===== config.mk =====
export PLATFORM = sky130hd
export DESIGN_NAME = ddr_wr_rr_scheduler
export DESIGN_NICKNAME = d
export VERILOG_FILES = /design/src/rtl/ddr_wr_rr_scheduler.sv
export SDC_FILE = /design/constraint.sdc
export NUM_CORES = 1
export LEC_CHECK = 0
export ABC_AREA = 1
export CAP_MARGIN = 30
export CORE_AREA = 3 3 307 309
export DETAILED_ROUTE_END_ITERATION = 7
export DIE_AREA = 0 0 310 312
export SETUP_SLACK_MARGIN = 0.4
export SLEW_MARGIN = 20
export SYNTH_ARGS = -nofsm -noshare
export SYNTH_HDL_FRONTEND = slang
export SYNTH_SLANG_ARGS = --single-unit

===== constraint.sdc =====
create_clock -name i_axi_aclk -period 2.3 [get_ports i_axi_aclk]
set_clock_uncertainty 0.05 [all_clocks]
set_input_delay 0.46 -clock i_axi_aclk [delete_from_list [all_inputs] [get_ports i_axi_aclk]]
set_output_delay 0.46 -clock i_axi_aclk [all_outputs]
set_load 0.01 [all_outputs]

===== src/rtl/ddr_wr_rr_scheduler.sv =====
// Round-robin write scheduler: arbitrates DEVICE_NUM requesters onto a single DDR write core,
// with a timeout that gives up on a grant if the core never goes busy.
//
// state   | meaning
// --------+-----------------------------------------------------------
// ST_IDLE | waiting for DDR controller init done
// ST_ARB  | picking the next eligible requester after last_ptr
// ST_REQ  | o_core_rq asserted, waiting for the core to go busy
// ST_BUSY | core is bursting; grant ends when busy drops
module ddr_wr_rr_scheduler #(
   parameter int MEM_DQ_WIDTH    = 16,
   parameter int CTRL_ADDR_WIDTH = 28,
   parameter int BURST_LENGTH    = 8,
   parameter int DEVICE_NUM      = 4,
   parameter int TIMEOUT         = 256,
   localparam int DW = MEM_DQ_WIDTH * BURST_LENGTH,
   localparam int IW = $clog2(DEVICE_NUM)
) (
   input  logic                                  i_axi_aclk,
   input  logic                                  i_rstn,
   input  logic                                  i_init_ack,
   input  logic [DEVICE_NUM-1:0]                 i_req,
   input  logic [DEVICE_NUM-1:0]                 i_ready,
   input  logic [DEVICE_NUM*CTRL_ADDR_WIDTH-1:0] i_addr,
   input  logic [DEVICE_NUM*DW-1:0]              i_wdata,
   output logic                                  o_core_rq,
   output logic [CTRL_ADDR_WIDTH-1:0]            o_core_addr,
   output logic [DW-1:0]                         o_core_wdata,
   input  logic                                  i_core_busy,
   output logic [DEVICE_NUM-1:0]                 o_sel,
   output logic [IW-1:0]                         o_grant_idx,
   output logic                                  o_done,
   output logic                                  o_timeout
);

   localparam int CW = (TIMEOUT > 1) ? $clog2(TIMEOUT) : 1;

   typedef enum logic [1:0] {
      ST_IDLE = 2'd0,
      ST_ARB  = 2'd1,
      ST_REQ  = 2'd2,
      ST_BUSY = 2'd3
   } state_t;

   state_t                     state_q, state_d;
   logic [IW-1:0]              last_ptr_q, last_ptr_d;
   logic [CW-1:0]              cnt_q, cnt_d;
   logic [DEVICE_NUM-1:0]      sel_q, sel_d;
   logic [IW-1:0]              grant_idx_q, grant_idx_d;
   logic [CTRL_ADDR_WIDTH-1:0] core_addr_q, core_addr_d;
   logic                       done_q, done_d;
   logic                       timeout_q, timeout_d;

   logic [DEVICE_NUM-1:0]      eligible;
   logic [IW-1:0]              win_idx;
   logic                       win_found;

   logic [CTRL_ADDR_WIDTH-1:0] addr_arr  [DEVICE_NUM];
   logic [DW-1:0]              wdata_arr [DEVICE_NUM];

   for (genvar k = 0; k < DEVICE_NUM; k++) begin : g_slice
      assign addr_arr[k]  = i_addr[k*CTRL_ADDR_WIDTH +: CTRL_ADDR_WIDTH];
      assign wdata_arr[k] = i_wdata[k*DW +: DW];
   end

   assign eligible = i_req & i_ready;

   // Upward search starting one past the last winner, wrapping at DEVICE_NUM.
   always_comb begin
      win_idx   = '0;
      win_found = 1'b0;
      for (int i = 1; i <= DEVICE_NUM; i++) begin
         if (!win_found && eligible[(int'(last_ptr_q) + i) % DEVICE_NUM]) begin
            win_found = 1'b1;
            win_idx   = IW'((int'(last_ptr_q) + i) % DEVICE_NUM);
         end
      end
   end

   always_comb begin
      state_d     = state_q;
      last_ptr_d  = last_ptr_q;
      cnt_d       = cnt_q;
      sel_d       = sel_q;
      grant_idx_d = grant_idx_q;
      core_addr_d = core_addr_q;
      done_d      = 1'b0;
      timeout_d   = 1'b0;
      case (state_q)
         ST_IDLE: begin
            if (i_init_ack) state_d = ST_ARB;
         end
         ST_ARB: begin
            if (win_found) begin
               state_d     = ST_REQ;
               sel_d       = {{(DEVICE_NUM-1){1'b0}}, 1'b1} << win_idx;
               grant_idx_d = win_idx;
               core_addr_d = addr_arr[win_idx];
               cnt_d       = '0;
            end
         end
         ST_REQ: begin
            if (i_core_busy) begin
               state_d = ST_BUSY;
            end else if (cnt_q == CW'(TIMEOUT - 1)) begin
               state_d    = ST_ARB;
               timeout_d  = 1'b1;
               last_ptr_d = grant_idx_q;
               sel_d      = '0;
            end else begin
               cnt_d = cnt_q + 1'b1;
            end
         end
         ST_BUSY: begin
            if (!i_core_busy) begin
               state_d    = ST_ARB;
               done_d     = 1'b1;
               last_ptr_d = grant_idx_q;
               sel_d      = '0;
            end
         end
         default: state_d = ST_IDLE;
      endcase
   end

   always_ff @(posedge i_axi_aclk or negedge i_rstn) begin
      if (!i_rstn) begin
         state_q     <= ST_IDLE;
         last_ptr_q  <= IW'(DEVICE_NUM - 1);
         cnt_q       <= '0;
         sel_q       <= '0;
         grant_idx_q <= '0;
         core_addr_q <= '0;
         done_q      <= 1'b0;
         timeout_q   <= 1'b0;
      end else begin
         state_q     <= state_d;
         last_ptr_q  <= last_ptr_d;
         cnt_q       <= cnt_d;
         sel_q       <= sel_d;
         grant_idx_q <= grant_idx_d;
         core_addr_q <= core_addr_d;
         done_q      <= done_d;
         timeout_q   <= timeout_d;
      end
   end

   assign o_core_rq    = (state_q == ST_REQ);
   assign o_core_addr  = core_addr_q;
   assign o_sel        = sel_q;
   assign o_grant_idx  = grant_idx_q;
   assign o_done       = done_q;
   assign o_timeout    = timeout_q;
   assign o_core_wdata = (sel_q != '0) ? wdata_arr[grant_idx_q] : '0;

endmodule


* After elaboration in Yosys (flattened, before gate mapping) *
Cells that the tools add are included.

storage, ports and cells
  logic and storage cells = 109
  output and inout bits = 165
  input bits = 636
  flip-flop bits (word level) = 48

operators by class
  $add $sub $neg = 5
  mux-type cells = 51
  order comparisons = 6
  shift-type cells = 1
  bitwise gates (word level) = 7
  reductions and logical operators = 20
  equality and inequality tests = 11

operators by type and width
  cell                                                                          number
  128-bit two-way mux                                                           3
  128-bit binary-select mux with 2-bit select                                   1
  28-bit binary-select mux with 2-bit select                                    1
  28-bit two-way mux                                                            2
  2-bit two-way mux                                                             12
  8-bit two-way mux                                                             3
  1-bit two-way mux                                                             17
  3-bit by 4-bit less-than comparator with 1-bit output, second input constant  4
  4-bit two-way mux                                                             4
  8-bit one-hot mux with 2 select lines                                         1
  4-bit one-hot mux with 3 select lines                                         1
  4-bit AND reduction                                                           3
  2-bit inequality test, second input constant                                  5
  8-bit by 1-bit adder with 8-bit output, second input constant                 1
  1-bit binary-select mux with 2-bit select                                     4
  8-bit == test, second input constant                                          1
  2-bit one-hot mux with 4 select lines                                         1
  2-bit OR reduction                                                            4
  3-bit >= comparator, second input constant                                    2
  2-bit inverter with 3-bit output                                              2
  5-bit AND reduction                                                           1
  2-bit by 1-bit adder with 2-bit output, second input constant                 2
  2-bit adder, second input constant                                            2
  1-bit AND, first input constant                                               4
  14 further kinds                                                              20

* Longest topological paths before layout *
  word-level depth = 20
  gate-level depth with buffers = 16

* Worst setup path after synthesis *
OpenSTA, ideal clock, no wires.

  path type = register -> output
  start = reg grant_idx_q[0], in the netlist o_grant_idx[0]
  end = out o_core_wdata[87]
  required time = 1.790 ns
  cell stages (with the launch flop) = 8
  arrival = 1.577 ns
  path buffers = 3
  setup slack = 0.213 ns
  path through = dfrtp_1 -> clkbuf_1 -> clkbuf_1 -> buf_1 -> nor2_1 -> nor2_1 -> o21ai_0 -> a21oi_1

between the ends
  cells in the longest elaborated chain, start to end = 5

RTL lines
  what                                                    RTL line  RTL
  from (decl)                                             49        logic [IW-1:0] grant_idx_q, grant_idx_d;
  from (signal assigned)                                  141       grant_idx_q <= grant_idx_d;
  2-bit inverter with 3-bit output (implied by the code)  154       assign o_core_wdata = (sel_q != '0) ? wdata_arr[grant_idx_q] : '0;
  128-bit binary-select mux with 2-bit select             154
  128-bit two-way mux (implied by the code) (2 in a row)  154
  128-bit two-way mux                                     154
  to (decl)                                               28        output logic [DW-1:0] o_core_wdata,

Every way passes these cells. The select of a mux whose other input is x is not followed.

* Worst setup path after layout *
  start = reg grant_idx_q[1], in the netlist o_grant_idx[1]
  end = out o_core_wdata[85]

The elaborated chain is that of the path after synthesis.

==> metrics.csv <==
stage,metric,value,unit
logic_synthesis,synth_cell_type_count,29,
sta,min_period,2.619,ns
grt,grt_overflow,0,
finish,fillers,9965,
clocking,insertion_delay,0.32,ns
logic_synthesis,synth_area,7944,um2
logic_synthesis,synth-seq-area-share,0.1515,
sta,tightest_slew,0.6531,ns
critical_path,crit_end,o_core_wdata[85],
sta,setup_ws,-0.3190,ns
power_and_ir_drop,total_power,41.68,mW
clocking,htreeDepth,2,
floorplan,row_count,111,
critical_path,cp_slowest_cell,dfrtp_4,
status,status,"complete, but fails checks",
run,maxCapViolations,0,
sta,setup_viol,162,
logic_synthesis,synth_area_per_cell,4.974,um2
power_and_ir_drop,irDropWorstVdd,1.103,mV
drt,wirelength,102800,um
grt,grt_max_degree,57,
grt,grt_first_pass_wirelength,124100,um
grt,grt_usage,0.1850,
finish,layout_commonest_cell,clkdlybuf4s50_1,
min_path,hold_path.class,in -> async,
critical_path,r2r-start,last_ptr_q[0],
critical_path,startpoint,o_grant_idx[1],
logic_synthesis,synth_cells,1597,
sta,relSlewSlack,0.5612,
power_and_ir_drop,power.leakage,10.21,nW
power_and_ir_drop,power_density,1680,nW/um2
critical_path,r2r_cells,15,
critical_path,cpPeakStageDelay,0.52,ns
logic_synthesis,synth.area.top_cells,"nor2_1, nand2_1, o21ai_0, dfrtp_1, a21oi_1",
placed_design,io_buffers,800,
logic_synthesis,syn-num-nets,2239,
finish,final_cell_mix,"clkdlybuf4s50_1, nor2_1, nand2_1",
placed_design,dp_hpwl,73470,um
clocking,cts.sinks,48,
clocking,cts_tree,built,
critical_path,reg2reg_to,o_core_addr[5],
finish,drive_gt1_frac,0.3930,
drt,drc,0,
critical_path,crit_required,1.79,ns
drt,route.top_layer_used,met5,
drt,route.met2.wl,49960,um
sta,clock.fmax,0.3818,GHz
grt,grt_pass1_vias,15220,
critical_path,critPathCaptureType,output port,
critical_path,r2r_slack,-0.22,ns
grt,antenna_found_initial,39,
drt,wl_per_cell,26.86,um
clocking,cts_buffers,5,
drt,vias_per_cell,4.220,
drt,ant_nets,0,
clocking,clk_path_buf_depth,2,
floorplan,die_y,312,um
critical_path,critical_path_class,reg -> out,
sta,hold_viol_final,0,
clocking,clkTransAtPathRegs,0.08,ns
drt,wl_met3,8381,um
floorplan,core,91660,um2
logic_synthesis,ys_ff_latch,48,
logic_synthesis,synth_top_area_cell,nor2_1,
finish,syn2layout_area_growth,212.2,%
sta,rsz0062_at_grt,yes,
drt,met1Wirelength,39010,um
sta,min_period_over_period,1.139,
critical_path,path_cells,"buf_12, buf_6, buf_4, nor2_1, o21ai_1, a21oi_2, buf_4, buf_12",
finish,final_nets,3262,
floorplan,io_pins,801,
drt,vias,16160,
critical_path,cp_data_arrival_time,2.11,ns
floorplan,die_x,310,um
sta,finalSetupTns,-26.68,ns
critical_path,path_max_fanout,38,
status,violations,negative setup slack,
placed_design,gp_congestion,0.9651,
critical_path,startpoint_type,flip-flop,
sta,drv_slew,0,
logic_synthesis,yosys_warnings,0,
drt,drtPass1Iterations,5,
logic_synthesis,synth_top_area_share,0.2485,
drt,first_iter_violations,1165,
clocking,hold_buffers,0,
clocking,cts_root_buffer,clkbuf_16,
finish,multiInputGateArea,8683,um2
floorplan,dieArea,96720,um2
finish,seq_area,1212,um2
floorplan,initial_core_util,0.08666,
[per-stage QoR]
step / setup slack, ns / std cells / cell area [um2] / hold WS [ns] / utilization
after global routing: -0.3331 / 3819 / 24780 / 0.1271 / 0.2703
after global placement: -0.7885 / 3626 / 18670 / 0.4191 / 0.2037
after detailed placement: -0.6633 / 3627 / 18680 / 0.4158 / 0.2038
final: -0.3190 / 3829 / 24800 / 0.09249 / 0.2706
after floorplan: 0.3559 / 1597 / 8020 / 0.1144 / -
after CTS: -0.3070 / 3746 / 21730 / 0.1101 / 0.2370
[area by class of cell]
type | count | share of cell area
clock buffer | 5 | 0.005044
multi-input combinational | 1387 | 0.3501
clock inverter | 3 | 0.002774
timing repair buffer | 1152 | 0.5233
antenna | 22 | 0.002220
timing repair inverter | 2 | 0.001513
inverter | 24 | 0.006406
tap | 1186 | 0.05983
sequential | 48 | 0.04888
[critical path: cells and delay by family, from the launching register on]
kind | cells | cell delay [ns]
buffers and inverters | 5 | 0.75
DFF | 1 | 0.52
AOI/OAI and AO/OA | 2 | 0.32
and+or+nand+nor | 1 | 0.09
[cells in the mapped netlist]
cell type / n
a21boi_1: 1
nor2_1: 526
dfrtp_1: 46
nand2_2: 3
buf_4: 14
nand4_2: 1
o21ai_1: 38
a21oi_2: 1
dfstp_2: 2
buf_6: 5
nor3_1: 5
nand3_2: 3
o21ai_2: 1
inv_1: 19
buf_1: 17
buf_2: 17
nand4_1: 57
o21a_1: 1
inv_2: 4
nand3_1: 16
nor4_1: 3
nand3b_1: 1
clkinv_1: 1
xor2_1: 4
nand2_1: 351
a21oi_1: 132
clkbuf_1: 85
ha_1: 6
o21ai_0: 237
[layer usage]
metal | GRT usage | vias to the layer above
li1 | - | 7338
met1 | 0.2134 | 7596
met2 | 0.3178 | 953
met3 | 0.04777 | 250
met4 | 0.08622 | 20
met5 | 0 | -
[report_power, final]
group          total [mW]  internal [mW]  leakage [nW]  switching, mW
registers            1.50           1.23         0.610          0.277
clock network        1.07          0.631        0.0946          0.434
logic                39.1           18.3          9.50           20.8
total                41.7           20.2          10.2           21.5
[state kept, by name, indices dropped and copies added (netlist names)]
name / cells
o_core_addr: 28
cnt_q: 8
o_sel: 4
last_ptr_q: 2
o_grant_idx: 2
state_q: 2
o_done: 1
o_timeout: 1
[what timing repair did]
action / 4_1_cts / 5_1_grt
gates resized for setup: 925 / 635
pin swaps: 120 / 242
gates cloned: 38 / 27
setup buffers: 73 / 34
endpoints found under the setup margin: 185 / 187
[logic make-up (layout without fill, tap and decap cells)]
logic type / after synthesis / after routing / synth area share
fa+ha+maj: 6 / 6 / 0.009450
simple gates: 966 / 966 / 0.4835
other cells: 0 / 22 / 0
compound gates: 411 / 411 / 0.2605
flops: 48 / 48 / 0.1515
xor+xnor: 4 / 4 / 0.004410
buf+inv: 162 / 1186 / 0.09056
[worst min path at each step]
stage,from,to,slack [ns]
6_report,i_rstn,o_core_addr[2],0.09
5_1_grt,i_rstn,o_core_addr[2],0.13
4_1_cts,i_rstn,o_core_addr[2],0.11
3_5_place_dp,o_core_addr[7],o_core_addr[7],0.42
3_3_place_gp,o_core_addr[27],o_core_addr[27],0.42
2_1_floorplan,i_rstn,cnt_q[0],0.11
No activity file was read; power rests on OpenSTA's default activity.
